## src/rtl/led_matrix_driver.sv

```systemverilog
// Row-multiplexed driver for the 8x8 board LED matrix: double-buffered frame
// intake over valid/ready, with blanking inserted before every lit row.
module led_matrix_driver #(
  parameter int DWELL_CYCLES = 16,
  parameter int BLANK_CYCLES = 2,
  parameter int CNT_W        = 8
) (
  input  logic        clk,
  input  logic        reset,
  input  logic [63:0] frame,
  input  logic        frame_valid,
  output logic        frame_ready,
  output logic [7:0]  row_en,
  output logic [7:0]  col_drv,
  output logic        frame_done
);

  typedef enum logic [1:0] {IDLE, BLANK, DRIVE} state_t;

  localparam logic [CNT_W-1:0] BLANK_LAST = CNT_W'(BLANK_CYCLES - 1);
  localparam logic [CNT_W-1:0] DWELL_LAST = CNT_W'(DWELL_CYCLES - 1);
  localparam logic [CNT_W-1:0] CNT_ONE    = CNT_W'(1);

  state_t           state;
  logic [2:0]       row;
  logic [CNT_W-1:0] cnt;
  logic [CNT_W-1:0] cnt_inc;
  logic [63:0]      pend;
  logic [63:0]      disp;
  logic             pend_full;

  assign cnt_inc = cnt + CNT_ONE;

  // Row k lives in the byte starting at bit 8*(7-k); for 3 bits, 7-k == ~k.
  function automatic logic [7:0] row_byte(input logic [63:0] f, input logic [2:0] r);
    return f[{~r, 3'b000} +: 8];
  endfunction

  always_ff @(posedge clk) begin
    if (!reset) begin
      state       <= IDLE;
      row         <= 3'd0;
      cnt         <= '0;
      pend        <= '0;
      disp        <= '0;
      pend_full   <= 1'b0;
      frame_ready <= 1'b1;
      row_en      <= 8'h00;
      col_drv     <= 8'h00;
      frame_done  <= 1'b0;
    end else begin
      // Intake and promotion never coincide: intake needs pend empty, promotion needs it full.
      if (frame_valid && frame_ready) begin
        pend        <= frame;
        pend_full   <= 1'b1;
        frame_ready <= 1'b0;
      end
      row_en     <= 8'h00;
      col_drv    <= 8'h00;
      frame_done <= 1'b0;
      case (state)
        IDLE: begin
          if (pend_full) begin
            disp        <= pend;
            pend_full   <= 1'b0;
            frame_ready <= 1'b1;
            row         <= 3'd0;
            cnt         <= '0;
            state       <= BLANK;
          end
        end
        BLANK: begin
          if (cnt == BLANK_LAST) begin
            cnt        <= '0;
            state      <= DRIVE;
            row_en     <= 8'b1 << row;
            col_drv    <= row_byte(disp, row);
            frame_done <= (row == 3'd7) && (DWELL_LAST == '0);
          end else begin
            cnt <= cnt_inc;
          end
        end
        DRIVE: begin
          if (cnt == DWELL_LAST) begin
            cnt   <= '0;
            state <= BLANK;
            row   <= row + 3'd1;
            // A waiting frame only replaces the display at the frame boundary.
            if (row == 3'd7 && pend_full) begin
              disp        <= pend;
              pend_full   <= 1'b0;
              frame_ready <= 1'b1;
            end
          end else begin
            cnt        <= cnt_inc;
            row_en     <= 8'b1 << row;
            col_drv    <= row_byte(disp, row);
            frame_done <= (row == 3'd7) && (cnt_inc == DWELL_LAST);
          end
        end
        default: state <= IDLE;
      endcase
    end
  end

endmodule

```

## config.mk

```make
export PLATFORM = sky130hd
export DESIGN_NAME = led_matrix_driver
export DESIGN_NICKNAME = d
export VERILOG_FILES = /design/src/rtl/led_matrix_driver.sv
export SDC_FILE = /design/constraint.sdc
export NUM_CORES = 1
export LEC_CHECK = 0
export ABC_AREA = 1
export ABC_CLOCK_PERIOD_IN_PS = 4100
export CAP_MARGIN = 20
export CORE_ASPECT_RATIO = 0.9
export CORE_MARGIN = 2
export CORE_UTILIZATION = 49
export CTS_BUF_LIST = sky130_fd_sc_hd__clkbuf_8 sky130_fd_sc_hd__clkbuf_16
export CTS_CLUSTER_DIAMETER = 40
export DETAILED_ROUTE_END_ITERATION = 10
export GPL_ROUTABILITY_DRIVEN = 0
export PLACE_DENSITY = 0.75
export SYNTH_ARGS = -nofsm -noshare
export SYNTH_HDL_FRONTEND = slang
export SYNTH_SLANG_ARGS = --single-unit
```

## constraint.sdc

```tcl
create_clock -name clk -period 4.1 [get_ports clk]
set_clock_uncertainty 0.05 [all_clocks]
set_input_delay 1.23 -clock clk [delete_from_list [all_inputs] [get_ports clk]]
set_output_delay 1.23 -clock clk [all_outputs]
set_load 0.02 [all_outputs]
```

==> flow_metrics.tcl, run 1 <==
set metrics [dict create \
    port_buffers 84 \
    worst_pin_slew_ns 0.9163 \
    min_period_over_period_pct 72.00 \
    drv_cap 0 \
    synth-seq-cells 160 \
    cts_tree "built" \
    cpLargestDelayFamily "simple AND/OR/NAND/NOR gates" \
    die_h_microns 115.0 \
    status "finished clean" \
    grt_pass1_vias 5363 \
    grt_pass1_wl_microns 25510 \
    syn2layout_area_growth_pct 21.72 \
    crit_slowest_cell "o21bai_4" \
    cts_post_setup_buffers_inserted 0 \
    setup_viol 0 \
    synthCells 942 \
    crit_buf_inv 1 \
    routedWlPerCell_microns 12.96 \
    cts_root_buf "clkbuf_16" \
    yosysMostFrequentCell "nor2_1" \
    use_met1_pct 30.06 \
    drt_first_pass_iters 5 \
    cp.arrival_ns 3.25 \
    ys_seq_area_share_pct 47.77 \
    nFillCells 1206 \
    yosys-top-cells-area "dfxtp_1, nor2_1, nand2_1, o21ai_0, a21oi_1" \
    synth-compound-area-share_pct 13.34 \
    synth_edf_count 0 \
    hold_buffers 0 \
    p_per_area_nw_per_um2 586.1 \
    yosysUniqueCellTypes 24 \
    synthSimpleGateAreaFrac_pct 28.36 \
    gr-max-usage-layer "met2" \
    post_cts_resized 0 \
    critPathKind "reg2reg" \
    cts_sinks 160 \
    antennaDiodeCount 0 \
    antenna_found_initial 0 \
    dp_hpwl_microns 9721 \
    crit_path_max_incr_delay_ns 0.76 \
    drive_gt1_share_pct 4.287 \
    crit_fanout 78 \
    num_rows 40 \
    track_usage_pct 21.53 \
    drt-total-wl_microns 15180 \
    hold_violations 0 \
    syn_area_per_cell_sq_um 7.118 \
    slew_viol_final 0 \
    max_freq_ghz 0.3388 \
    synthFlopType "dfxtp_1" \
    fin_tns_setup_ns 0 \
    clk_pin_slew_ns 0.06 \
    antenna_left 0 \
    grt.met2_usage_pct 33.55 \
    grt_max_degree 102 \
    relSlewSlack_pct 38.75 \
    initial_core_util_pct 50.18 \
    crit_required_ns 4.40 \
    synth_top_family_by_area "simple AND/OR/NAND/NOR gates" \
    syn_nets 1022 \
    synth_area_sq_um 6705 \
    ios 85 \
    grtUsageMet3_pct 4.839 \
    synth_adder_area_share_pct 2.426 \
    overflow 0 \
    dieArea_sq_um 14640 \
    power.total_mw 4.784 \
    htree_levels 4 \
    synth-xor-area-share_pct 0.3919 \
    crit_chain "ha_1 -> nand3_2 -> o21bai_4 -> nand3_2 -> buf_12 -> nand2_1 -> nand2_1 -> nor2_1" \
    drt-initial-drc-count 431 \
    period_minus_slack_ns 2.952 \
    netlist_top_cells_count "nor2_1, nand2_1, dfxtp_1" \
    vias_per_cell 5.029 \
    yosysWarnings 0 \
    whs_ns 0.4079 \
    core_sq_um 13360 \
    leakage_nw 3.402 \
    cp-start-kind "flip-flop" \
    insertion_delay_ns 0.41 \
    drc 0 \
    synth_top_cell_area_share_pct 47.77 \
    synth_mux_area_share_pct 0 \
    nNetsFinal 1072 \
    ir_drop_v 0.0003475 \
    cts-buffers-inserted 17 \
    end_kind "flip-flop" \
    hold_path.class "reg2reg" \
    rsz0062_at_grt "no" \
    fp.dieW_microns 127.3 \
    async_flop_share_pct 0 \
    synth_top_cell_by_area "dfxtp_1" \
    clockBufferDepth 2 \
    vias 5889 \
]
area by class of cell:
type	instances	area [sq um]	share of cell area, %
multi-input cells	656	2985	36.58
well taps	168	210.2	2.576
inverters	64	240.2	2.943
flip-flops and latches	160	3203	39.25
repair buffers	93	928.4	11.38
clock buffers	19	452.9	5.550
clock inverters	11	141.4	1.732
cells in the final DEF (no fill, tap or decap):
| cell type | count |
|---|---|
| clkdlybuf4s50_1 | 83 |
| buf_2 | 1 |
| nor3_1 | 1 |
| xnor2_1 | 2 |
| a21oi_1 | 54 |
| nand3b_1 | 2 |
| clkbuf_16 | 17 |
| clkbuf_8 | 2 |
| o21bai_4 | 1 |
| inv_1 | 61 |
| nand3_1 | 13 |
| dfxtp_1 | 160 |
| clkinv_2 | 3 |
| clkinv_1 | 3 |
| ha_1 | 13 |
| inv_2 | 1 |
| xor2_1 | 1 |
| nand3_2 | 2 |
| a221oi_1 | 1 |
| bufinv_16 | 3 |
| o211ai_1 | 17 |
| o2111ai_1 | 1 |
| o21ai_0 | 92 |
| clkinv_4 | 2 |
| buf_12 | 2 |
| nand4_1 | 34 |
| nor2_1 | 233 |
| buf_4 | 7 |
| nand2_1 | 189 |
| clkinvlp_4 | 2 |
registers in the layout (all words and copies together), names as in the netlist:
signal and flops:
row_en 8, pend 64, state 2, frame_done 1, frame_ready 1, pend_full 1, row 3, disp 64
col_drv 8, cnt 8
logic make-up (layout without fill, tap and decap cells):
kind of cell,count (synthesis),count (layout)
flops,160,160
compound gates,166,166
buf+inv,126,187
fa+ha+maj,13,13
xor+xnor,3,3
simple gates,474,474
metrics by stage:
step	util (%)	std cells	setup WS, ns	instance area, sq um
final	61.08	1171	1.148	8162
after global routing	61.08	1171	0.8303	8162
after CTS	60.93	1170	1.182	8142
after detailed placement	56.48	1140	1.112	7547
after global placement	56.48	1140	1.157	7547
after floorplan	-	942	1.942	6705
per-layer routing:
metal | share of wire (%) | vias to the layer above
met5 | 0 | -
met4 | 1.2 | 0
met3 | 5.2 | 15
met2 | 45 | 149
met1 | 49 | 2620
li1 | - | 3105
path summary, 6_finish.rpt:
path / start / to / slack [ns] / cells past startpoint
setup / recovery: cnt[1] / disp[30] / 1.15 / 8
hold / removal: disp[12] / disp[12] / 0.41 / 2
setup reg to reg: cnt[1] / disp[30] / 1.15 / 8
hold reg to reg: disp[12] / disp[12] / 0.41 / 2
worst reg2reg max path, cell delays in order (launching register included):
cell and delay, ns:
dfxtp_1 0.40, ha_1 0.25, nand3_2 0.14, o21bai_4 0.76
nand3_2 0.56, buf_12 0.39, nand2_1 0.14, nand2_1 0.05
nor2_1 0.13
power breakdown:
part           switching (mW)  internal (mW)
registers               0.108           1.78
logic                   0.867          0.444
clock network           0.609          0.979
total                    1.58           3.20
No activity file was read; power rests on OpenSTA's default activity.
==> inputs of run 2 (changes only) <==
ABC_CLOCK_PERIOD_IN_PS = 2700   (was 4100)
PLACE_DENSITY = 0.78   (was 0.75)
clock period = 2.7 ns   (was 4.1 ns; I/O delays follow)
==> run 2 against run 1 <==
Worst hold slack barely moved. Register-to-register slack got worse by 0.73 ns. Critical path depth fell by 7. Combinational power rose by 53%. Critical endpoint is now frame_ready. Largest cell class unchanged. Cell count rose by 0.60%. Total power rose by 49%.
==> flow_metrics.tcl, run 2 (synthesized netlist as in run 1, its figures left out) <==
set metrics [dict create \
    status "finished clean" \
    period_minus_slack_ns 2.285 \
    post_cts_resized 0 \
    initial_core_util_pct 50.18 \
    cts_root_buf "clkbuf_16" \
    cts_sinks 160 \
    dp_hpwl_microns 10120 \
    crit_buf_inv 1 \
    antennaDiodeCount 0 \
    drv_cap 0 \
    worst_pin_slew_ns 0.5779 \
    fin_tns_setup_ns 0 \
    grt_pass1_wl_microns 25810 \
    hold_violations 0 \
    grt_max_degree 63 \
    syn2layout_area_growth_pct 21.93 \
    postLayoutSetupSlackWorst_ns 0.4153 \
    antenna_found_initial 0 \
    core_sq_um 13360 \
    nNetsFinal 1077 \
    max_freq_ghz 0.4377 \
    crit_slowest_cell "clkdlybuf4s50_1" \
    htree_levels 4 \
    cts_tree "built" \
    whs_ns 0.4083 \
    crit_required_ns 1.84 \
    rsz0062_at_grt "no" \
    ir_drop_v 0.0004886 \
    dieArea_sq_um 14640 \
    clk_pin_slew_ns 0.06 \
    relSlewSlack_pct 61.37 \
    insertion_delay_ns 0.42 \
    routedWlPerCell_microns 13.30 \
    fp.dieW_microns 127.3 \
    end_kind "output pin" \
    slew_viol_final 0 \
    crit_chain "clkdlybuf4s50_1" \
    crit_fanout 3 \
    die_h_microns 115.0 \
    setup_viol 0 \
    power.total_mw 7.138 \
    cp.arrival_ns 1.42 \
    drive_gt1_share_pct 4.554 \
    cts-buffers-inserted 17 \
    antenna_left 0 \
    grt_pass1_vias 5412 \
    overflow 0 \
    rrSetupSlack_ns 0.42 \
    reg_top3 "disp (64), pend (64)" \
    drt_first_pass_iters 5 \
    mostFrequentLayoutCell "nor2_1" \
    min_period_over_period_pct 84.62 \
    critPathKind "reg2out" \
    layout_common_cells "nor2_1, nand2_1, dfxtp_1, o21ai_0, clkdlybuf4s50_1" \
    nFillCells 1211 \
    port_buffers 84 \
    ios 85 \
    hold_buffers 0 \
    cts_post_setup_buffers_inserted 0 \
    cp-start-kind "flip-flop" \
    drt-total-wl_microns 15670 \
    p_per_area_nw_per_um2 873.2 \
    place_ws_ns 0.4103 \
    num_rows 40 \
    crit_path_max_incr_delay_ns 0.63 \
    vias 5967 \
    cpLargestDelayFamily "buffers and inverters" \
    hold_path.class "reg2reg" \
    clockBufferDepth 2 \
    leakage_nw 3.430 \
    vias_per_cell 5.065 \
    track_usage_pct 21.99 \
    drc 0 \
    drt-initial-drc-count 552 \
]
==> run 2: cell count changes in the layout (fill, tap and decap cells not counted), sizes merged <==
| cell | previous run | this run |
|---|---|---|
| clkbuf | 19 | 17 |
| inv | 62 | 66 |
| buf | 10 | 15 |
| bufinv | 3 | 2 |
| clkinv | 8 | 10 |
| clkinvlp | 2 | 1 |
==> run 2: final timing paths <==
| kind | startpoint | to | cells past startpoint |
|---|---|---|---|
| worst max-delay path | frame_ready | frame_ready | 1 |
| worst max register to register | cnt[1] | cnt[7] | 7 |
| worst min register to register | disp[15] | disp[15] | 2 |
| worst min-delay path | disp[15] | disp[15] | 2 |
==> run 2: cell type report <==
class                   count  area [sq um]  area share [%]
repair buffers             98         978.4           11.97
inverters                  64         240.2           2.938
multi-input cells         656          2985           36.52
flip-flops and latches    160          3203           39.18
well taps                 168         210.2           2.571
clock inverters            15         132.6           1.622
clock buffers              17         425.4           5.204
==> run 2: layer usage <==
metal	global-route usage, %	wire (microns)	vias to the layer above
met2	35.37	7218	143
met1	29.47	7488	2687
met5	0	0	-
met4	6.520	200	0
li1	-	-	3122
met3	5.537	766	15
==> run 2: where the power goes <==
group          internal [mW]  total, mW  switching (mW)
Clock                   1.34       2.26           0.926
Sequential              2.70       2.87           0.165
Combinational          0.685       2.01            1.32
Total                   4.72       7.14            2.41
==> run 2: per-stage QoR <==
stage	cell area [sq um]	utilization (%)	instances
finish	8175	61.18	1178
global route	8175	61.18	1178
CTS	8175	61.18	1178
detailed placement	7617	57.00	1146
global placement	7617	57.00	1146
floorplan	6705	-	942
==> inputs of run 3 (changes only) <==
ABC_CLOCK_PERIOD_IN_PS = 1870   (was 2700)
clock period = 1.87 ns   (was 2.7 ns; I/O delays follow)
==> run 3 against run 2 <==
Clock-buffer cell count is 1 higher. Sequential share of layout area down 1.0 points. Worst setup slack lost 0.34 ns. Final area grew 2.7%. Critical path type is now reg2reg.
==> flow_metrics.tcl, run 3 (synthesized netlist as in run 1, its figures left out) <==
set metrics [dict create \
    cts_root_buf "clkbuf_16" \
    setup_viol 0 \
    layout_common_cells "nor2_1, nand2_1, dfxtp_1, o21ai_0, clkdlybuf4s50_1" \
    crit_required_ns 2.17 \
    rsz0062_at_grt "no" \
    drive_gt1_share_pct 6.621 \
    initial_core_util_pct 50.18 \
    antenna_left 0 \
    power.switching_mw 3.573 \
    status "finished clean" \
    die_h_microns 115.0 \
    crit_path_max_incr_delay_ns 0.31 \
    dieArea_sq_um 14640 \
    overflow 0 \
    max_freq_ghz 0.5584 \
    cts-buffers-inserted 17 \
    drt_first_pass_iters 6 \
    drt-initial-drc-count 628 \
    track_usage_pct 22.84 \
    grt_max_degree 60 \
    postLayoutSetupSlackWorst_ns 0.07911 \
    grt_pass1_wl_microns 26660 \
    p_seq_share_pct 38.7 \
    vias 6142 \
    dp_hpwl_microns 10640 \
    relSlewSlack_pct 67.71 \
    min_period_over_period_pct 95.77 \
    cp.arrival_ns 2.09 \
    leakage_nw 3.615 \
    insertion_delay_ns 0.43 \
    reg_top3 "disp (64), pend (64)" \
    vias_per_cell 5.140 \
    antennaDiodeCount 0 \
    num_rows 40 \
    mostFrequentLayoutCell "nor2_1" \
    htree_levels 4 \
    cts_tree "built" \
    final_core_util_pct 62.81 \
    crit_fanout 6 \
    nNetsFinal 1096 \
    cts_sinks 160 \
    ir_drop_v 0.0008262 \
    hold_path.class "reg2reg" \
    routedWlPerCell_microns 13.53 \
    clk_pin_slew_ns 0.06 \
    period_minus_slack_ns 1.791 \
    hold_violations 0 \
    port_buffers 84 \
    ios 85 \
    clockBufferDepth 2 \
    end_kind "flip-flop" \
    worst_pin_slew_ns 0.4843 \
    power_frac_comb_pct 29.1 \
    drc 0 \
    fp.dieW_microns 127.3 \
    core_sq_um 13360 \
    antenna_found_initial 0 \
    place_ws_ns -0.1116 \
    drt-total-wl_microns 16170 \
    path_common_cell "nand2_1" \
    critPathKind "reg2reg" \
    p_int_mw 7.138 \
    drv_cap 0 \
    cp-start-kind "flip-flop" \
    syn2layout_area_growth_pct 25.17 \
    pwr-share-clk_pct 32.2 \
    p_per_area_nw_per_um2 1276 \
    crit_chain "buf_4 -> inv_1 -> ha_1 -> nand2_1 -> nor2_1 -> nand2_1 -> a21oi_1 -> nand2_1 -> buf_4 -> nor2_1" \
    grt_pass1_vias 5583 \
    crit_slowest_cell "dfxtp_1" \
    switching_share_pct 33.35 \
    slew_viol_final 0 \
]
==> run 3: cell count changes in the layout (fill, tap and decap cells not counted), moves of 2 or more <==
cell	change
buf_12	+4
clkinv_4	-2
clkdlybuf4s50_1	-18
buf_6	+2
clkinv_2	-2
clkinvlp_4	+3
dlygate4sd2_1	+18
buf_4	+13
inv_1	-3
==> run 3: critical path: cells and delay by family, from the launching register on <==
kind	cells	cell delay, ns
compound gates	1	0.24
fa+ha+maj	1	0.13
buf+inv	3	0.37
flops	1	0.31
simple gates	5	0.61
==> run 3: metrics by stage <==
stage          area, sq um  power, mW  TNS, ns  hold slack, ns  std cells
2_1_floorplan         6705      6.366        0          0.3869        942
4_1_cts               8373      10.73        0          0.4089       1195
3_5_place_dp          7795      7.266   -2.579          0.4013       1163
3_3_place_gp          7795      7.207  -0.1786          0.3976       1163
5_1_grt               8393      11.41        0          0.4299       1195
6_report              8393      10.71        0          0.4113       1195
==> run 3: power by group through the flow <==
stage / combinational [mW] / clock [mW] / sequential [mW]
after global placement: 3.02 / 0 / 4.19
after global routing: 3.57 / 3.65 / 4.19
after floorplan: 2.23 / 0 / 4.14
after CTS: 3.09 / 3.50 / 4.14
final: 3.12 / 3.45 / 4.14
after detailed placement: 3.06 / 0 / 4.21
==> run 3: timing repair <==
item,in CTS,in global routing
buffers inserted,2,0
resized for setup,18,5
endpoints found under the setup margin,23,12
gates cloned,0,0
pin swaps,1,0
hold buffers,0,0
==> run 3: layout make-up <==
cell class                 count  area, sq um
timing repair buffer         117         1156
inverter                      64        240.2
multi-input combinational    656         2998
fill                        1162         4970
clock inverter                12        146.4
sequential                   160         3203
tap                          168        210.2
clock buffer                  18        439.2
==> run 3: path summary, 6_finish.rpt <==
kind / start / end / slack (ns) / cells after the start
setup / recovery: cnt[1] / col_drv[0] / 0.08 / 10
hold / removal: disp[47] / disp[47] / 0.41 / 2
setup reg to reg: cnt[1] / col_drv[0] / 0.08 / 10
hold reg to reg: disp[47] / disp[47] / 0.41 / 2
==> run 3: per-layer routing <==
layer	wire length [microns]	track usage, %	vias up
met5	0	0	-
met4	243	7.546	0
met3	899	5.258	22
met2	7513	36.40	155
met1	7510	30.87	2804
li1	-	-	3161
